**src/rtl/mem_port_arbiter_if.sv**
```systemverilog
// Memory-side bus of mem_port_arbiter.
//
// Handshake: the master raises mem_req together with mem_we, mem_be, mem_addr
// and mem_wdata and holds all of them stable until it samples mem_ack high on
// a rising clock edge. The slave pulses mem_ack for exactly one cycle and
// presents mem_rdata in that same cycle. A mem_ack while mem_req is low has no
// meaning and is ignored by the master.
//
// Signals:
//   mem_req    master -> slave  request, held until mem_ack
//   mem_we     master -> slave  1 = write
//   mem_be     master -> slave  byte enables
//   mem_addr   master -> slave  word-aligned byte address
//   mem_wdata  master -> slave  lane-steered write data
//   mem_rdata  slave -> master  read word, valid with mem_ack
//   mem_ack    slave -> master  one-cycle completion
interface mem_port_arbiter_if;
    logic        mem_req;
    logic        mem_we;
    logic [3:0]  mem_be;
    logic [31:0] mem_addr;
    logic [31:0] mem_wdata;
    logic [31:0] mem_rdata;
    logic        mem_ack;

    modport master (
        output mem_req, mem_we, mem_be, mem_addr, mem_wdata,
        input  mem_rdata, mem_ack
    );

    modport slave (
        input  mem_req, mem_we, mem_be, mem_addr, mem_wdata,
        output mem_rdata, mem_ack
    );
endinterface

```
**src/rtl/mem_port_arbiter.sv**
```systemverilog
// Shares one single-ported memory between instruction fetch and the
// load/store path. Data has fixed priority over fetch. Stores get byte
// enables and replicated write lanes; loads get lane extraction and sign or
// zero extension. A per-access timeout aborts a transaction that never sees
// mem_ack.
//
// Ports:
//   clk, rst                       clock, synchronous active-high reset
//   if_req/if_addr                 fetch request (held until if_valid)
//   if_rdata/if_valid/if_err       fetch result, one-cycle valid pulse
//   d_req/d_we/d_funct3/d_addr/d_wdata  data request (held until d_valid)
//   d_rdata/d_valid/d_err          data result, one-cycle valid pulse
//   mem                            memory bus (master side)
//   stall                          combinational core stall
//   dbg_state                      current FSM state
module mem_port_arbiter #(
    parameter int unsigned TIMEOUT = 16
) (
    input  logic               clk,
    input  logic               rst,
    input  logic               if_req,
    input  logic [31:0]        if_addr,
    output logic [31:0]        if_rdata,
    output logic               if_valid,
    output logic               if_err,
    input  logic               d_req,
    input  logic               d_we,
    input  logic [2:0]         d_funct3,
    input  logic [31:0]        d_addr,
    input  logic [31:0]        d_wdata,
    output logic [31:0]        d_rdata,
    output logic               d_valid,
    output logic               d_err,
    mem_port_arbiter_if.master mem,
    output logic               stall,
    output logic [1:0]         dbg_state
);

    localparam logic [1:0] IDLE  = 2'd0;
    localparam logic [1:0] FETCH = 2'd1;
    localparam logic [1:0] DATA  = 2'd2;

    // Last count value of a transaction; reaching it without ack aborts.
    localparam logic [7:0] TO_LAST = 8'(TIMEOUT - 1);

    logic [1:0]  state;
    logic [7:0]  cnt;
    logic [1:0]  lat_off;
    logic [2:0]  lat_f3;

    logic        d_elig;
    logic        if_elig;
    logic        d_bad;
    logic        if_bad;
    logic [3:0]  st_be;
    logic [31:0] st_wdata;
    logic [7:0]  ld_byte;
    logic [15:0] ld_half;
    logic [31:0] ld_val;

    // A request whose valid is high this cycle has just finished and must
    // not be granted again while the requester is still dropping req.
    assign d_elig  = d_req & ~d_valid;
    assign if_elig = if_req & ~if_valid;

    assign stall     = (if_req & ~if_valid) | (d_req & ~d_valid);
    assign dbg_state = state;

    // funct3[1:0] == 11 covers both 011 and 111.
    assign d_bad = (d_funct3[1:0] == 2'b11)
                 | ((d_funct3[1:0] == 2'b01) & d_addr[0])
                 | ((d_funct3[1:0] == 2'b10) & (d_addr[1:0] != 2'b00));
    assign if_bad = (if_addr[1:0] != 2'b00);

    always_comb begin
        st_be    = 4'b1111;
        st_wdata = d_wdata;
        case (d_funct3[1:0])
            2'b00: begin
                st_be    = 4'b0001 << d_addr[1:0];
                st_wdata = {4{d_wdata[7:0]}};
            end
            2'b01: begin
                st_be    = d_addr[1] ? 4'b1100 : 4'b0011;
                st_wdata = {2{d_wdata[15:0]}};
            end
            default: begin
                st_be    = 4'b1111;
                st_wdata = d_wdata;
            end
        endcase
    end

    always_comb begin
        ld_byte = 8'h00;
        case (lat_off)
            2'd0: ld_byte = mem.mem_rdata[7:0];
            2'd1: ld_byte = mem.mem_rdata[15:8];
            2'd2: ld_byte = mem.mem_rdata[23:16];
            2'd3: ld_byte = mem.mem_rdata[31:24];
            default: ld_byte = 8'h00;
        endcase
        ld_half = lat_off[1] ? mem.mem_rdata[31:16] : mem.mem_rdata[15:0];
        case (lat_f3[1:0])
            2'b00:   ld_val = lat_f3[2] ? {24'h0, ld_byte} : {{24{ld_byte[7]}}, ld_byte};
            2'b01:   ld_val = lat_f3[2] ? {16'h0, ld_half} : {{16{ld_half[15]}}, ld_half};
            default: ld_val = mem.mem_rdata;
        endcase
    end

    always_ff @(posedge clk) begin
        if (rst) begin
            state         <= IDLE;
            cnt           <= 8'd0;
            lat_off       <= 2'd0;
            lat_f3        <= 3'd0;
            if_rdata      <= 32'd0;
            if_valid      <= 1'b0;
            if_err        <= 1'b0;
            d_rdata       <= 32'd0;
            d_valid       <= 1'b0;
            d_err         <= 1'b0;
            mem.mem_req   <= 1'b0;
            mem.mem_we    <= 1'b0;
            mem.mem_be    <= 4'd0;
            mem.mem_addr  <= 32'd0;
            mem.mem_wdata <= 32'd0;
        end else begin
            if_valid <= 1'b0;
            if_err   <= 1'b0;
            d_valid  <= 1'b0;
            d_err    <= 1'b0;
            case (state)
                IDLE: begin
                    if (d_elig) begin
                        if (d_bad) begin
                            d_valid <= 1'b1;
                            d_err   <= 1'b1;
                            d_rdata <= 32'd0;
                        end else begin
                            state         <= DATA;
                            cnt           <= 8'd0;
                            lat_off       <= d_addr[1:0];
                            lat_f3        <= d_funct3;
                            mem.mem_req   <= 1'b1;
                            mem.mem_we    <= d_we;
                            mem.mem_be    <= d_we ? st_be : 4'b1111;
                            mem.mem_addr  <= {d_addr[31:2], 2'b00};
                            mem.mem_wdata <= d_we ? st_wdata : 32'd0;
                        end
                    end else if (if_elig) begin
                        if (if_bad) begin
                            if_valid <= 1'b1;
                            if_err   <= 1'b1;
                            if_rdata <= 32'd0;
                        end else begin
                            state         <= FETCH;
                            cnt           <= 8'd0;
                            mem.mem_req   <= 1'b1;
                            mem.mem_we    <= 1'b0;
                            mem.mem_be    <= 4'b1111;
                            mem.mem_addr  <= {if_addr[31:2], 2'b00};
                            mem.mem_wdata <= 32'd0;
                        end
                    end
                end
                FETCH, DATA: begin
                    // Ack is checked first so a same-cycle ack beats timeout.
                    if (mem.mem_ack) begin
                        state       <= IDLE;
                        mem.mem_req <= 1'b0;
                        if (state == FETCH) begin
                            if_valid <= 1'b1;
                            if_rdata <= mem.mem_rdata;
                        end else begin
                            d_valid <= 1'b1;
                            d_rdata <= mem.mem_we ? 32'd0 : ld_val;
                        end
                    end else if (cnt == TO_LAST) begin
                        state       <= IDLE;
                        mem.mem_req <= 1'b0;
                        if (state == FETCH) begin
                            if_valid <= 1'b1;
                            if_err   <= 1'b1;
                            if_rdata <= 32'd0;
                        end else begin
                            d_valid <= 1'b1;
                            d_err   <= 1'b1;
                            d_rdata <= 32'd0;
                        end
                    end else begin
                        cnt <= cnt + 8'd1;
                    end
                end
                default: begin
                    state       <= IDLE;
                    mem.mem_req <= 1'b0;
                end
            endcase
        end
    end

endmodule

```
**src/flat_wrapper.sv**
```systemverilog
// flat-port wrapper written by rule: the top's interface ports become plain ports
module mem_port_arbiter_flat 
#(
    parameter int unsigned TIMEOUT = 16
)
  (clk, rst, if_req, if_addr, if_rdata, if_valid, if_err, d_req, d_we, d_funct3, d_addr, d_wdata, d_rdata, d_valid, d_err, stall, dbg_state, mem_mem_req, mem_mem_we, mem_mem_be, mem_mem_addr, mem_mem_wdata, mem_mem_rdata, mem_mem_ack);
  mem_port_arbiter_if mem_i ();
  input  logic clk;
  input  logic rst;
  input  logic if_req;
  input  logic [31:0] if_addr;
  output logic [31:0] if_rdata;
  output logic if_valid;
  output logic if_err;
  input  logic d_req;
  input  logic d_we;
  input  logic [2:0] d_funct3;
  input  logic [31:0] d_addr;
  input  logic [31:0] d_wdata;
  output logic [31:0] d_rdata;
  output logic d_valid;
  output logic d_err;
  output logic stall;
  output logic [1:0] dbg_state;
  output wire logic [$bits(mem_i.mem_req)-1:0] mem_mem_req;
  output wire logic [$bits(mem_i.mem_we)-1:0] mem_mem_we;
  output wire logic [$bits(mem_i.mem_be)-1:0] mem_mem_be;
  output wire logic [$bits(mem_i.mem_addr)-1:0] mem_mem_addr;
  output wire logic [$bits(mem_i.mem_wdata)-1:0] mem_mem_wdata;
  input wire logic [$bits(mem_i.mem_rdata)-1:0] mem_mem_rdata;
  input wire logic [$bits(mem_i.mem_ack)-1:0] mem_mem_ack;
  assign mem_mem_req = mem_i.mem_req;
  assign mem_mem_we = mem_i.mem_we;
  assign mem_mem_be = mem_i.mem_be;
  assign mem_mem_addr = mem_i.mem_addr;
  assign mem_mem_wdata = mem_i.mem_wdata;
  assign mem_i.mem_rdata = mem_mem_rdata;
  assign mem_i.mem_ack = mem_mem_ack;
  mem_port_arbiter #(.TIMEOUT(TIMEOUT)) u_core (.clk(clk), .rst(rst), .if_req(if_req), .if_addr(if_addr), .if_rdata(if_rdata), .if_valid(if_valid), .if_err(if_err), .d_req(d_req), .d_we(d_we), .d_funct3(d_funct3), .d_addr(d_addr), .d_wdata(d_wdata), .d_rdata(d_rdata), .d_valid(d_valid), .d_err(d_err), .mem(mem_i), .stall(stall), .dbg_state(dbg_state));
endmodule
```
**config.mk**
```make
export PLATFORM = sky130hd
export DESIGN_NAME = mem_port_arbiter_flat
export DESIGN_NICKNAME = d
export VERILOG_FILES = /design/src/rtl/mem_port_arbiter_if.sv /design/src/rtl/mem_port_arbiter.sv /design/src/flat_wrapper.sv
export SDC_FILE = /design/constraint.sdc
export NUM_CORES = 1
export LEC_CHECK = 0
export CORE_MARGIN = 8
export CORE_UTILIZATION = 40
export DETAILED_ROUTE_END_ITERATION = 12
export MAX_ROUTING_LAYER = met4
export PLACE_DENSITY = 0.74
export SYNTH_ARGS = -nofsm -noshare
export SYNTH_HDL_FRONTEND = slang
export SYNTH_SLANG_ARGS = --single-unit
```
**constraint.sdc**
```tcl
create_clock -name clk -period 2.9 [get_ports clk]
set_clock_uncertainty 0.1 [all_clocks]
set_input_delay 0.58 -clock clk [delete_from_list [all_inputs] [get_ports clk]]
set_output_delay 0.58 -clock clk [all_outputs]
set_load 0.02 [all_outputs]
```
==> out/summary.txt, run 1 <==
Initial Util = 0.4032
initial antenna violation count = 0
Root Buffer = clkbuf_16
Area after DPL = 10250 sq um
FF/Latch Area = 3023 sq um
reg-to-reg slack, setup = 530 ps
reg-to-reg critical path endpoint = u_core.cnt[6]$_SDFFE_PP0P_
routed vias/inst = 5.522
Finished Cell Area = 10840 sq um
Rel. slew slack = 0.5861
total gr overflow = 0
worst r2r src = u_core.dbg_state[0]$_SDFFE_PP0P_
CP endpoint kind = primary output
multi-input logic area = 3814 sq um
total power = 5.676 mW
Final Max Slew Viols = 0
Vias = 7079
count leader, synth = nand2_1
Period minus WS final = 2587 ps
Synth top area share = 0.4217
DRT Wirelength = 25970 microns
DRC viols = 0
post-route insts no fill = 1282
worst-margin pin slew = 605.2 ps
Fill cells = 1571
Placed Cells = 1249
CTS tree = built
Setup crit start kind = input port
# rows = 49
fmax = 386.5 MHz
pin count of the biggest net entering global routing = 72
RSZ-0062 raised after global routing = false
Syn Inst Count = 779
HPWL Detailed = 19090 microns
final setup fails = 0
# resized after CTS = 0
DRT iter0 DRCs = 494
worst-path cell chain = clkdlybuf4s50_1 > nand2b_1 > nand2_1 > clkdlybuf4s50_1
syn_area_per_cell = 9.202 sq um
Die ar. = 22460 sq um
layout net count = 1181
# port buffers = 275
Post-Syn Area = 7168 sq um
Clock Path Buffers = 2
drt first pass iters = 5
Tcrit/Tclk final = 0.8921
Post-DRT Antenna Nets = 0
kind of critical path = in2out
largest cells by area after synthesis = dfxtp_1 (42%), nand2_1 (8.5%), mux2i_1 (7.0%)
total negative slack = 0 ps
Worst Hold Depth = 2
power per cell area = 523.7 nW/um^2
global-route wire length before repair = 39850 microns
Worst Hold End = u_core.mem.mem_req$_SDFFE_PP0P_
Seq cells post-synth = 151
library cells used by synthesis = 63
CTS sink count = 151
Critical Path AT = 1910 ps
H-Tree Depth = 4
status = finished clean
top post-synthesis cells by count = nand2_1 (162), dfxtp_1 (151), mux2i_1 (50), clkbuf_1 (39), a32o_1 (35)
Total GRT Usage = 0.2331
Clock Latency Late Sink = 420 ps
Pleak = 4.342 nW
share of post-route cells with drive strength above 1 = 0.1103
min-delay src = u_core.mem.mem_req$_SDFFE_PP0P_
CP dominant cell by count = clkdlybuf4s50_1
number of synthesized flops with an enable pin = 0
CTS Buf Count = 17
Max IR drop VDD = 0.4175 mV
depth of the worst register-to-register path = 6
setup repair bufs after CTS = 0
CP peak stage delay = 640 ps
Hold Crit Class = reg2reg
ys async rst share = 0
width of the chip = 149.9 microns
routability cong. = 0.8625
Die Ht = 149.9 microns
slowest stage cell on the critical path = clkdlybuf4s50_1
largest area contributor in the netlist = dfxtp_1
Final Hold Vio Count = 0
hold_ws = 345.5 ps
vias in the first global route = 7231
CP required = 2220 ps
hold_buf cts = 0
YS warnings = 0
Ports = 278
Core Area = 17780 sq um
clk slew on worst S/H paths = 60 ps
Area growth syn-to-layout = 51.21%
commonest register cell after synthesis = dfxtp_1
max_cap viols = 0
Avg WL per Cell = 20.26 microns
crit-path max FO = 3
sequential share of the synthesized area = 0.4217
==> flip-flops by register name, indices dropped and copies added (netlist names), 2 cells and up <==
| name | cells |
|---|---|
| u_core.dbg_state | 2 |
| u_core.mem.mem_be | 4 |
| u_core.mem.mem_addr | 30 |
| u_core.lat_f3 | 3 |
| u_core.if_rdata | 32 |
| u_core.cnt | 8 |
| u_core.lat_off | 2 |
| u_core.mem.mem_wdata | 32 |
| u_core.d_rdata | 32 |
==> power by group <==
group	switching, mW	total [mW]	internal (mW)	leakage (nW)
sequential	0.0599	2.23	2.17	1.23
combinational	0.628	1.22	0.591	2.83
clock	1.00	2.23	1.23	0.287
==> logic make-up (layout without fill, tap and decap cells) <==
family	after synthesis	count (layout)	share of synthesized area
simple gates	254	254	0.1583
flops	151	151	0.4217
mux	80	80	0.1185
compound gates	205	205	0.2432
fa+ha+maj	5	5	0.008728
buf+inv	83	355	0.04905
other cells	1	3	0.0005231
==> per-stage QoR <==
step                      setup slack (ps)    util
after detailed placement             164.4  0.5764
after CTS                            318.5  0.6095
final                                313.0  0.6096
after floorplan                      645.3       -
after global routing                 300.3  0.6095
after global placement               192.7  0.5764
==> worst max-delay path: cells and delay by family <==
family        cells  cell delay [ps]
simple gates      2              200
buf+inv           2             1120
==> layout make-up <==
cell class,instances,area share
Timing Repair Buffer,309,0.2833
Inverter,14,0.004964
Clock inverter,14,0.01478
Tap cell,229,0.02643
Sequential cell,151,0.2789
Multi-Input combinational cell,546,0.3518
Antenna cell,1,0.0002309
Clock buffer,18,0.03959
==> placed cells by master (no fill, tap or decap), types with 18 or more instances in the layout <==
cell               n
clkdlybuf4s50_1  275
nand2_1          162
dfxtp_1          151
mux2i_1           50
a32o_1            35
o2111ai_1         32
o211a_1           31
mux2_2            29
buf_4             29
nor2_1            28
a21oi_1           18
==> worst max-delay path by stage <==
stage                                startpoint                                to  slack [ps]  cells past startpoint
5_1_grt                                  if_req                             stall         300                      4
3_3_place_gp                          d_addr[1]  u_core.dbg_state[1]$_SDFFE_PP0P_         190                      6
4_1_cts                                  if_req                             stall         320                      4
2_1_floorplan  u_core.dbg_state[0]$_SDFFE_PP0P_   u_core.d_rdata[12]$_SDFFE_PP0P_         650                      8
6_report                                 if_req                             stall         310                      4
3_5_place_dp                          d_addr[0]  u_core.dbg_state[1]$_SDFFE_PP0P_         160                      6
==> layer usage <==
| metal | vias to the layer above | GRT usage | share of wire |
|---|---|---|---|
| li1 | 3398 | - | - |
| met1 | 3339 | 0.2846 | 0.43 |
| met2 | 310 | 0.3626 | 0.46 |
| met3 | 32 | 0.06925 | 0.090 |
| met4 | 0 | 0.07546 | 0.020 |
| met5 | - | - | 0 |
Note: power is estimated with default switching activity, not from simulation.
==> run 2: changes to the inputs <==
--- a/config.mk
+++ b/config.mk
@@ -12,2 +12,3 @@
 export PLACE_DENSITY = 0.74
+export SKIP_CTS_REPAIR_TIMING = 1
 export SYNTH_ARGS = -nofsm -noshare
--- a/constraint.sdc
+++ b/constraint.sdc
@@ -4,2 +4,2 @@
 set_output_delay 0.58 -clock clk [all_outputs]
-set_load 0.02 [all_outputs]
+set_load 0.05 [all_outputs]
==> run 2 against run 1 <==
Against the previous run: flip-flop and latch count did not move; non-clock buffer count fell by 1; sequential power barely moved; sequential share of layout area fell by 0.15 points.
==> out/summary.txt, run 2 (same netlist as run 1, synthesis figures left out) <==
Critical Path Source = d_req
status = finished clean
Tcrit/Tclk final = 0.8562 (-0.03583)
Vias = 7184 (+1.5%)
final core occ = 0.6129 (+0.003237)
H-Tree Depth = 4 (unchanged)
Die ar. = 22460 sq um (unchanged)
diode count = 0 (-1)
initial antenna violation count = 0 (unchanged)
Clock Path Buffers = 2 (unchanged)
Hold Crit Class = reg2reg
total gr overflow = 0 (unchanged)
Avg WL per Cell = 20.29 microns (+0.16%)
share of post-route cells with drive strength above 1 = 0.1113 (+0.001056)
Area growth syn-to-layout = 52.02%
Largest delay share family, worst path = buffers and inverters
CTS Buf Count = 17 (unchanged)
Ports = 278 (unchanged)
Root Buffer = clkbuf_16
pin count of the biggest net entering global routing = 78 (+8.3%)
routed vias/inst = 5.613 (+1.6%)
final setup fails = 0 (unchanged)
Post-DRT Antenna Nets = 0 (unchanged)
routability cong. = 0.8885 (+3.0%)
Core Area = 17780 sq um (unchanged)
vias in the first global route = 7207 (-0.33%)
most frequent cells in the layout = clkdlybuf4s50_1 (274), nand2_1 (162), dfxtp_1 (151)
worst-path cell chain = clkdlybuf4s50_1 > nand2b_1 > buf_4 > nand2_1 > buf_12
Period minus WS final = 2483 ps (-103.9 ps)
Final Max Slew Viols = 0 (unchanged)
Rel. slew slack = 0.5038 (-0.08225)
slowest stage cell on the critical path = clkdlybuf4s50_1
worst r2r src = u_core.dbg_state[0]$_SDFFE_PP0P_
drt first pass iters = 7 (+2)
Initial Util = 0.4032 (unchanged)
# port buffers = 275 (unchanged)
crit-path max FO = 10 (+7)
Setup crit start kind = input port
DRC viols = 0 (unchanged)
worst path buffer plus inverter count = 3 (+1)
Max IR drop VDD = 0.3758 mV (-10%)
layout net count = 1180 (-0.085%)
min-delay src = u_core.if_rdata[9]$_SDFFE_PP0P_
CP required = 2220 ps (about the same)
CTS tree = built
commonest non-fill, non-tap cell in the layout = clkdlybuf4s50_1
global-route wire length before repair = 39990 microns (+0.36%)
worst-margin pin slew = 738.6 ps (+133.3 ps)
Die Ht = 149.9 microns (unchanged)
Largest regs = u_core.d_rdata (32), u_core.if_rdata (32), u_core.mem.mem_wdata (32)
power per cell area = 557.3 nW/um^2 (+6.4%)
fmax = 402.7 MHz (+4.2%)
RSZ-0062 raised after global routing = false
Clock Latency Late Sink = 420 ps (about the same)
CP endpoint kind = primary output
kind of critical path = in2out
total negative slack = 0 ps (unchanged)
Total GRT Usage = 0.2325 (-0.0006399)
Final Hold Vio Count = 0 (unchanged)
DRT Wirelength = 25970 microns (unchanged)
clk slew on worst S/H paths = 60 ps (about the same)
CP peak stage delay = 560 ps (-80 ps)
width of the chip = 149.9 microns (unchanged)
DRT iter0 DRCs = 460 (-6.9%)
Critical Path AT = 1800 ps (-110 ps)
max_cap viols = 0 (unchanged)
# rows = 49 (unchanged)
Pleak = 4.368 nW (+0.59%)
CTS sink count = 151 (unchanged)
HPWL Detailed = 19070 microns (-0.12%)
run 2: path summary, 6_finish.rpt:
check | depth (start not counted) | end | slack (ps)
hold reg to reg | 2 | u_core.if_rdata[9]$_SDFFE_PP0P_ | 360
hold / removal | 2 | u_core.if_rdata[9]$_SDFFE_PP0P_ | 360
setup reg to reg | 7 | u_core.if_rdata[31]$_SDFFE_PP0P_ | 490
setup / recovery | 5 | stall | 420
run 2: area by class of cell:
class                   instances  area (sq um)
well taps                     229         286.5
clock buffers                  19         452.9
inverters                      14         53.80
fillers                      1519          6883
flip-flops and latches        151          3023
repair buffers                308          3073
clock inverters                13         193.9
multi-input cells             546          3814
run 2: layer usage:
metal,vias up,share of wire,GRT usage
li1,3410,-,-
met1,3403,0.42,0.2864
met4,0,0.023,0.07996
met5,-,0,-
met2,333,0.46,0.3495
met3,38,0.098,0.07832
run 2: stage by stage:
step | area, sq um | cells | power, mW | setup slack (ps) | hold WS (ps)
final | 10900 | 1280 | 6.073 | 416.9 | 356.7
after global routing | 10900 | 1280 | 6.291 | 199.7 | 377.5
after CTS | 10900 | 1280 | 6.108 | 405.0 | 359.9
after detailed placement | 10250 | 1248 | 3.685 | 112.8 | 346.7
after global placement | 10250 | 1248 | 3.681 | 180.5 | 335.5
after floorplan | 7172 | 780 | 3.098 | 393.3 | 349.4
run 2: where the power goes:
part           total (mW)  internal, mW  switching [mW]
Combinational        1.42         0.591           0.827
Sequential           2.23          2.17          0.0604
Clock                2.43          1.50           0.930
Total                6.07          4.26            1.82
run 2: worst reg2reg max path, stage by stage (launching register included):
cell     delay [ps]
dfxtp_1         380
inv_1           110
ha_1            490
nor2b_1         280
o21ai_1         280
nand3_2         190
buf_12          250
mux2i_1         260
